File: src/rtl/chase_game_pkg.sv
// Shared types and constants for the LED chase / reaction game controller.
package chase_game_pkg;

    typedef enum logic [1:0] {IDLE, RUN, FLASH, OVER} state_t;

    localparam int POS_W   = 3;
    localparam int SCORE_W = 4;
    localparam int LIVES_W = 2;

    localparam logic [SCORE_W-1:0] SCORE_MAX = 4'd15;
    localparam logic [POS_W-1:0]   POS_OFF   = 3'd0;
    localparam logic [POS_W-1:0]   POS_FIRST = 3'd1;
    localparam logic [POS_W-1:0]   POS_LAST  = 3'd7;

    // Chaser walks 1..7 and wraps back to 1; 0 is reserved for "all off".
    function automatic logic [POS_W-1:0] next_pos(input logic [POS_W-1:0] pos);
        return (pos == POS_LAST) ? POS_FIRST : pos + POS_W'(1);
    endfunction

endpackage

File: src/rtl/chase_tick_gen.sv
// Step-tick generator: loadable period register plus a clearable, enabled counter.
module chase_tick_gen #(
    parameter int CNT_W    = 24,
    parameter int DIV_INIT = 12000000
) (
    input  logic             clk,
    input  logic             reset,
    input  logic             load,
    input  logic [CNT_W-1:0] load_val,
    input  logic             clr,
    input  logic             en,
    output logic             tick,
    output logic [CNT_W-1:0] period
);

    logic [CNT_W-1:0] period_reg;
    logic [CNT_W-1:0] count_reg;

    // Decoded from registered state only, so the caller may use it to build clr.
    assign tick   = en && (count_reg == period_reg - CNT_W'(1));
    assign period = period_reg;

    always_ff @(posedge clk) begin
        if (reset) begin
            period_reg <= CNT_W'(DIV_INIT);
        end else if (load) begin
            period_reg <= load_val;
        end
    end

    always_ff @(posedge clk) begin
        if (reset || clr) begin
            count_reg <= '0;
        end else if (en) begin
            count_reg <= tick ? '0 : count_reg + CNT_W'(1);
        end
    end

endmodule

File: src/rtl/chase_game_ctrl.sv
// Game sequencer: state, chase speed, score and lives for the LED chase game.
// Optional high-score register is enabled by defining CHASE_HISCORE_EN.
module chase_game_ctrl
    import chase_game_pkg::*;
#(
    parameter int DIV_INIT    = 12000000,
    parameter int DIV_STEP    = 1000000,
    parameter int DIV_MIN     = 2000000,
    parameter int CNT_W       = 24,
    parameter int LIVES       = 3,
    parameter int TARGET_POS  = 7,
    parameter int FLASH_TICKS = 2
) (
    input  logic               clk,
    input  logic               reset,
    input  logic               start,
    input  logic               btn_pulse,
    output logic [POS_W-1:0]   led_pos,
    output logic [SCORE_W-1:0] score,
    output logic [LIVES_W-1:0] lives,
    output logic               playing,
    output logic               game_over,
    output logic               hit_pulse,
    output logic               miss_pulse,
    output logic [SCORE_W-1:0] hiscore
);

    localparam int FL_W = (FLASH_TICKS > 1) ? $clog2(FLASH_TICKS) : 1;
    localparam logic [CNT_W:0] CLAMP_AT = (CNT_W+1)'(DIV_MIN + DIV_STEP);

    state_t             state_reg, state_next;
    logic [POS_W-1:0]   led_pos_reg, led_pos_next;
    logic [SCORE_W-1:0] score_reg, score_next;
    logic [LIVES_W-1:0] lives_reg, lives_next;
    logic [FL_W-1:0]    flash_cnt_reg, flash_cnt_next;
    logic               hit_reg, hit_next;
    logic               miss_reg, miss_next;
    logic               playing_reg, game_over_reg;
    logic               tick, clr, load, lose;
    logic [CNT_W-1:0]   period, load_val;

    chase_tick_gen #(
        .CNT_W    (CNT_W),
        .DIV_INIT (DIV_INIT)
    ) u_tick_gen (
        .clk      (clk),
        .reset    (reset),
        .load     (load),
        .load_val (load_val),
        .clr      (clr),
        .en       ((state_reg == RUN) || (state_reg == FLASH)),
        .tick     (tick),
        .period   (period)
    );

    // A restart keeps the state at RUN, so it must clear the counter explicitly.
    assign clr = start || (state_next != state_reg);

    always_comb begin
        state_next     = state_reg;
        led_pos_next   = led_pos_reg;
        score_next     = score_reg;
        lives_next     = lives_reg;
        flash_cnt_next = flash_cnt_reg;
        hit_next       = 1'b0;
        miss_next      = 1'b0;
        load           = 1'b0;
        load_val       = period;
        lose           = 1'b0;

        if (start) begin
            state_next     = RUN;
            led_pos_next   = POS_FIRST;
            score_next     = '0;
            lives_next     = LIVES_W'(LIVES);
            flash_cnt_next = '0;
            load           = 1'b1;
            load_val       = CNT_W'(DIV_INIT);
        end else begin
            unique case (state_reg)
                RUN: begin
                    if (btn_pulse && led_pos_reg == POS_W'(TARGET_POS)) begin
                        // A scoring press swallows any tick arriving in the same cycle.
                        state_next     = FLASH;
                        led_pos_next   = POS_OFF;
                        score_next     = (score_reg == SCORE_MAX) ? score_reg
                                                                  : score_reg + SCORE_W'(1);
                        flash_cnt_next = '0;
                        hit_next       = 1'b1;
                        load           = 1'b1;
                        load_val       = ({1'b0, period} >= CLAMP_AT)
                                       ? period - CNT_W'(DIV_STEP) : CNT_W'(DIV_MIN);
                    end else begin
                        lose = btn_pulse || (tick && led_pos_reg == POS_W'(TARGET_POS));
                        if (lose && lives_reg == LIVES_W'(1)) begin
                            state_next   = OVER;
                            led_pos_next = POS_OFF;
                        end else if (tick) begin
                            led_pos_next = next_pos(led_pos_reg);
                        end
                        if (lose) begin
                            lives_next = lives_reg - LIVES_W'(1);
                            miss_next  = 1'b1;
                        end
                    end
                end
                FLASH: begin
                    if (tick) begin
                        if (flash_cnt_reg == FL_W'(FLASH_TICKS - 1)) begin
                            state_next     = RUN;
                            led_pos_next   = POS_FIRST;
                            flash_cnt_next = '0;
                        end else begin
                            flash_cnt_next = flash_cnt_reg + FL_W'(1);
                        end
                    end
                end
                default: ;
            endcase
        end
    end

    always_ff @(posedge clk) begin
        if (reset) begin
            state_reg     <= IDLE;
            led_pos_reg   <= POS_OFF;
            score_reg     <= '0;
            lives_reg     <= '0;
            flash_cnt_reg <= '0;
            hit_reg       <= 1'b0;
            miss_reg      <= 1'b0;
            playing_reg   <= 1'b0;
            game_over_reg <= 1'b0;
        end else begin
            state_reg     <= state_next;
            led_pos_reg   <= led_pos_next;
            score_reg     <= score_next;
            lives_reg     <= lives_next;
            flash_cnt_reg <= flash_cnt_next;
            hit_reg       <= hit_next;
            miss_reg      <= miss_next;
            playing_reg   <= (state_next == RUN) || (state_next == FLASH);
            game_over_reg <= (state_next == OVER);
        end
    end

`ifdef CHASE_HISCORE_EN
    logic [SCORE_W-1:0] hiscore_reg;

    // Start has priority in the next-state logic, so OVER entry never coincides with a restart.
    always_ff @(posedge clk) begin
        if (reset) begin
            hiscore_reg <= '0;
        end else if (state_next == OVER && state_reg != OVER && score_next > hiscore_reg) begin
            hiscore_reg <= score_next;
        end
    end

    assign hiscore = hiscore_reg;
`else
    assign hiscore = '0;
`endif

    assign led_pos    = led_pos_reg;
    assign score      = score_reg;
    assign lives      = lives_reg;
    assign playing    = playing_reg;
    assign game_over  = game_over_reg;
    assign hit_pulse  = hit_reg;
    assign miss_pulse = miss_reg;

endmodule

File: config.mk
export PLATFORM = sky130hd
export DESIGN_NAME = chase_game_ctrl
export DESIGN_NICKNAME = d
export VERILOG_FILES = /design/src/rtl/chase_game_pkg.sv /design/src/rtl/chase_tick_gen.sv /design/src/rtl/chase_game_ctrl.sv
export SDC_FILE = /design/constraint.sdc
export NUM_CORES = 1
export LEC_CHECK = 0
export BUFFER_PORTS_ARGS = -buffer_cell sky130_fd_sc_hd__buf_2
export CORE_ASPECT_RATIO = 1.25
export CORE_MARGIN = 4
export CORE_UTILIZATION = 25
export CTS_CLUSTER_SIZE = 10
export DETAILED_ROUTE_END_ITERATION = 7
export PLACE_DENSITY = 0.37
export SKIP_LAST_GASP = 1
export SLEW_MARGIN = 20
export SYNTH_ARGS = -nofsm -noshare
export SYNTH_HDL_FRONTEND = slang
export SYNTH_HIERARCHICAL = 1
export SYNTH_SLANG_ARGS = --single-unit
File: constraint.sdc
create_clock -name clk -period 4.8 [get_ports clk]
set_input_delay 0.48 -clock clk [delete_from_list [all_inputs] [get_ports clk]]
set_output_delay 0.48 -clock clk [all_outputs]
set_load 0.1 [all_outputs]
==> metrics.yaml <==
status:
  status: "finished clean"
floorplan:
  core_area_um2: 18300
  die_area_um2: 21100
  rows: 55
  die_w_um: 131
  start_util_pct: 25.7
  dieHeight_um: 161
  pin_count: 21
routing:
  routed_wl_um: 13500
  wl_per_cell_um: 16.6
  drc: 0
  viasPerCell: 5.12
  drtPass1Iterations: 4
  vias: 4160
  drt-initial-drc-count: 379
  ant_nets: 0
cts:
  ctsResizeCount: 0
  clk_latency_ns: 0.34
  cts_tree: "built"
  root_buffer: "clkbuf_16"
  hold_buffers: 0
  htreeDepth: 3
  clkSinkCount: 64
  postCtsSetupRepairBufs: 0
  cts.clk_slew.worst_paths_ns: 0.05
  cts_buffer_depth: 2
  cts_buffers: 9
setup_path:
  r2r_cells: 14
  start_kind: "flip-flop"
  worstPathRequired_ns: 4.99
  crit_top_cell: "nor2_1"
  cpPeakStageDelay_ns: 0.58
  critPathArrivalTime_ns: 4.52
  critPathKind: "reg -> reg"
  crit_fanout: 22
  cpMaxStageDelayCell: "or4_4"
  end_kind: "flip-flop"
  path_cells: "or4_4 -> or4_4 -> or4b_4 -> a22oi_4 -> o2111ai_4 -> nor2_1 -> nand2_1 -> a21o_1 -> a21oi_1 -> a21oi_1 -> nand3_1 -> nor2_1 -> o21ai_4 -> nor2_1"
grt:
  first_global_vias: 3940
  grtUsageTotal_pct: 13.2
  grt-ovfl-total: 0
  antenna_found_initial: 0
  grt_start_max_net_pins: 35
  grt_pass1_wl_um: 21500
synth:
  synth_cells: 571
  netlist_top_cells_area: "dfxtp_1 (27%), xor2_1 (5.8%), nor2_1 (4.4%), xnor2_1 (4.1%), mux2i_1 (3.8%)"
  synth.top_cell.area_share_pct: 27.2
  synthDistinctLibCells: 83
  async_flop_share_pct: 0
  synth_area_leader_cell: "dfxtp_1"
  synth_area_per_cell_um2: 8.24
  yosys_most_used_dff: "dfxtp_1"
  synth-seq-cells: 64
  synth-edff-count: 0
  ys_seq_area_share_pct: 27.2
  syn_area_um2: 4700
  synth_warnings: 6
layout:
  drive_gt1_share_pct: 15.4
  fin_nets: 597
  utilization_pct: 28.8
  area_growth_pct: 12.2
  diodes: 0
  instances_no_fill: 812
placement:
  dpl.hpwl_um: 9840
  dp_slack_ns: 0.244
  io_buffers: 16
  placed_cells: 799
  place.gp.congestion: 0.795
power_and_ir_drop:
  vdd_drop_max_mv: 0.159
  p_leak_nw: 1.87
  powerDensity_nw_per_um2: 254
timing:
  slew-limit-headroom_pct: 41.5
  fmax_ghz: 0.231
  min_period_ns: 4.33
  setup-tns-final_ns: 0
  grt_setup_unrepaired: "no"
  finalSetupViolCount: 0
  slew_violations: 0
  fin_skew_ns: 0.00865
  timing.final.ws_setup_ns: 0.471
  worstMarginPinSlew_ns: 0.874
  fin_crit_sh_pct: 90.2
  hold_viol_final: 0
hold_path:
  holdPathStages: 2
  min_path_type: "reg -> reg"
job:
  max_cap_viol_count: 0
-- cells by family after synthesis --
kind of cell	after synthesis	synth area share, %
adders and majority gates	11	2.93
and+or+nand+nor	256	30.5
buffers and inverters	52	5.16
AOI/OAI and AO/OA	115	19.9
xor gates and xnor gates	54	10.3
DFF	64	27.2
muxes	18	3.83
other	1	0.0797
-- final cells by class --
class                      instances  area [um^2]
clock buffer                      12          256
clock inverter                     1         5.00
timing repair buffer              31          193
fill                            1980        13000
tap                              228          285
multi-input combinational        458         3190
inverter                          18         67.6
sequential                        64         1280
-- synth_stat cells, drive strengths merged (7+ instances only) --
master  number
mux2i       18
a211o       12
dfxtp       64
xor2        31
or4          7
buf         14
a21oi       27
nand4       13
nand2       30
ha          11
nor4        11
nor2b       20
clkbuf      20
inv         17
nor3        17
o21ai       20
xnor2       22
nand2b      11
nor2        76
nand3       22
or3          7
and2        12
-- critical path: cells and delay by family, from the launching register on --
family	cells	cell delay (ns)
compound gates	6	1.33
flops	1	0.39
simple gates	8	2.44
-- final timing paths --
kind                                startpoint                                     to  slack, ns
max          u_tick_gen/period[2]$_SDFFE_PP0P_  u_tick_gen/count_reg[23]$_SDFFE_PP0P_       0.47
min                    led_pos[1]$_SDFFE_PP0P_                led_pos[1]$_SDFFE_PP0P_       0.49
max reg2reg  u_tick_gen/period[2]$_SDFFE_PP0P_  u_tick_gen/count_reg[23]$_SDFFE_PP0P_       0.47
min reg2reg            led_pos[1]$_SDFFE_PP0P_                led_pos[1]$_SDFFE_PP0P_       0.49
-- cell usage in the layout, fill, tap and decap left out, types with 3 or more instances in the layout --
cell type  Yosys  routed
a21oi_1       25      25
nor2_2        20      20
xor2_1        31      31
o31ai_1        6       6
a21boi_0       3       3
o211ai_1       4       4
and4b_1        3       3
and2_1        12      12
nand2_1       30      30
nand2b_1      11      11
ha_1          11      11
nor3b_1        3       3
or3b_2         3       3
nor2b_1       20      20
o2111ai_1      4       4
buf_2          1      16
clkbuf_16      0       9
nor2_1        55      55
a211oi_1       4       4
dfxtp_1       64      64
or4_1          3       3
buf_4          4      15
o21ai_0       16      15
a31oi_1        6       6
nand3b_1       3       3
nand4_1       13      13
and3_1         6       6
or3_1          5       5
nor4_1        11      11
inv_1         17      17
a211o_1       12      12
nand3_1       21      21
mux2i_1       18      18
xnor2_1       22      22
nor3_1        17      17
conb_1         1       4
or4_4          3       3
-- power breakdown --
group          internal [W]  total, W  switching [W]
Clock              0.000368  0.000608       0.000240
Combinational     0.0000535  0.000177       0.000124
Sequential         0.000541  0.000554      0.0000127
-- per-stage QoR --
stage / hold slack [ns] / total power [W] / area (um^2)
floorplan: 0.497 / 0.000703 / 4720
global placement: 0.482 / 0.000743 / 5020
detailed placement: 0.490 / 0.000744 / 5020
CTS: 0.498 / 0.00137 / 5280
global route: 0.517 / 0.00141 / 5280
finish: 0.495 / 0.00134 / 5280
-- per-layer routing --
metal,track usage [%],part of all wire [%],vias up
met3,2.98,3.4,26
met1,16.5,45,1974
met4,5.71,2.7,0
met2,21.6,48,82
li1,-,-,2078
met5,0,0,-
(Power assumes the default switching activity.)
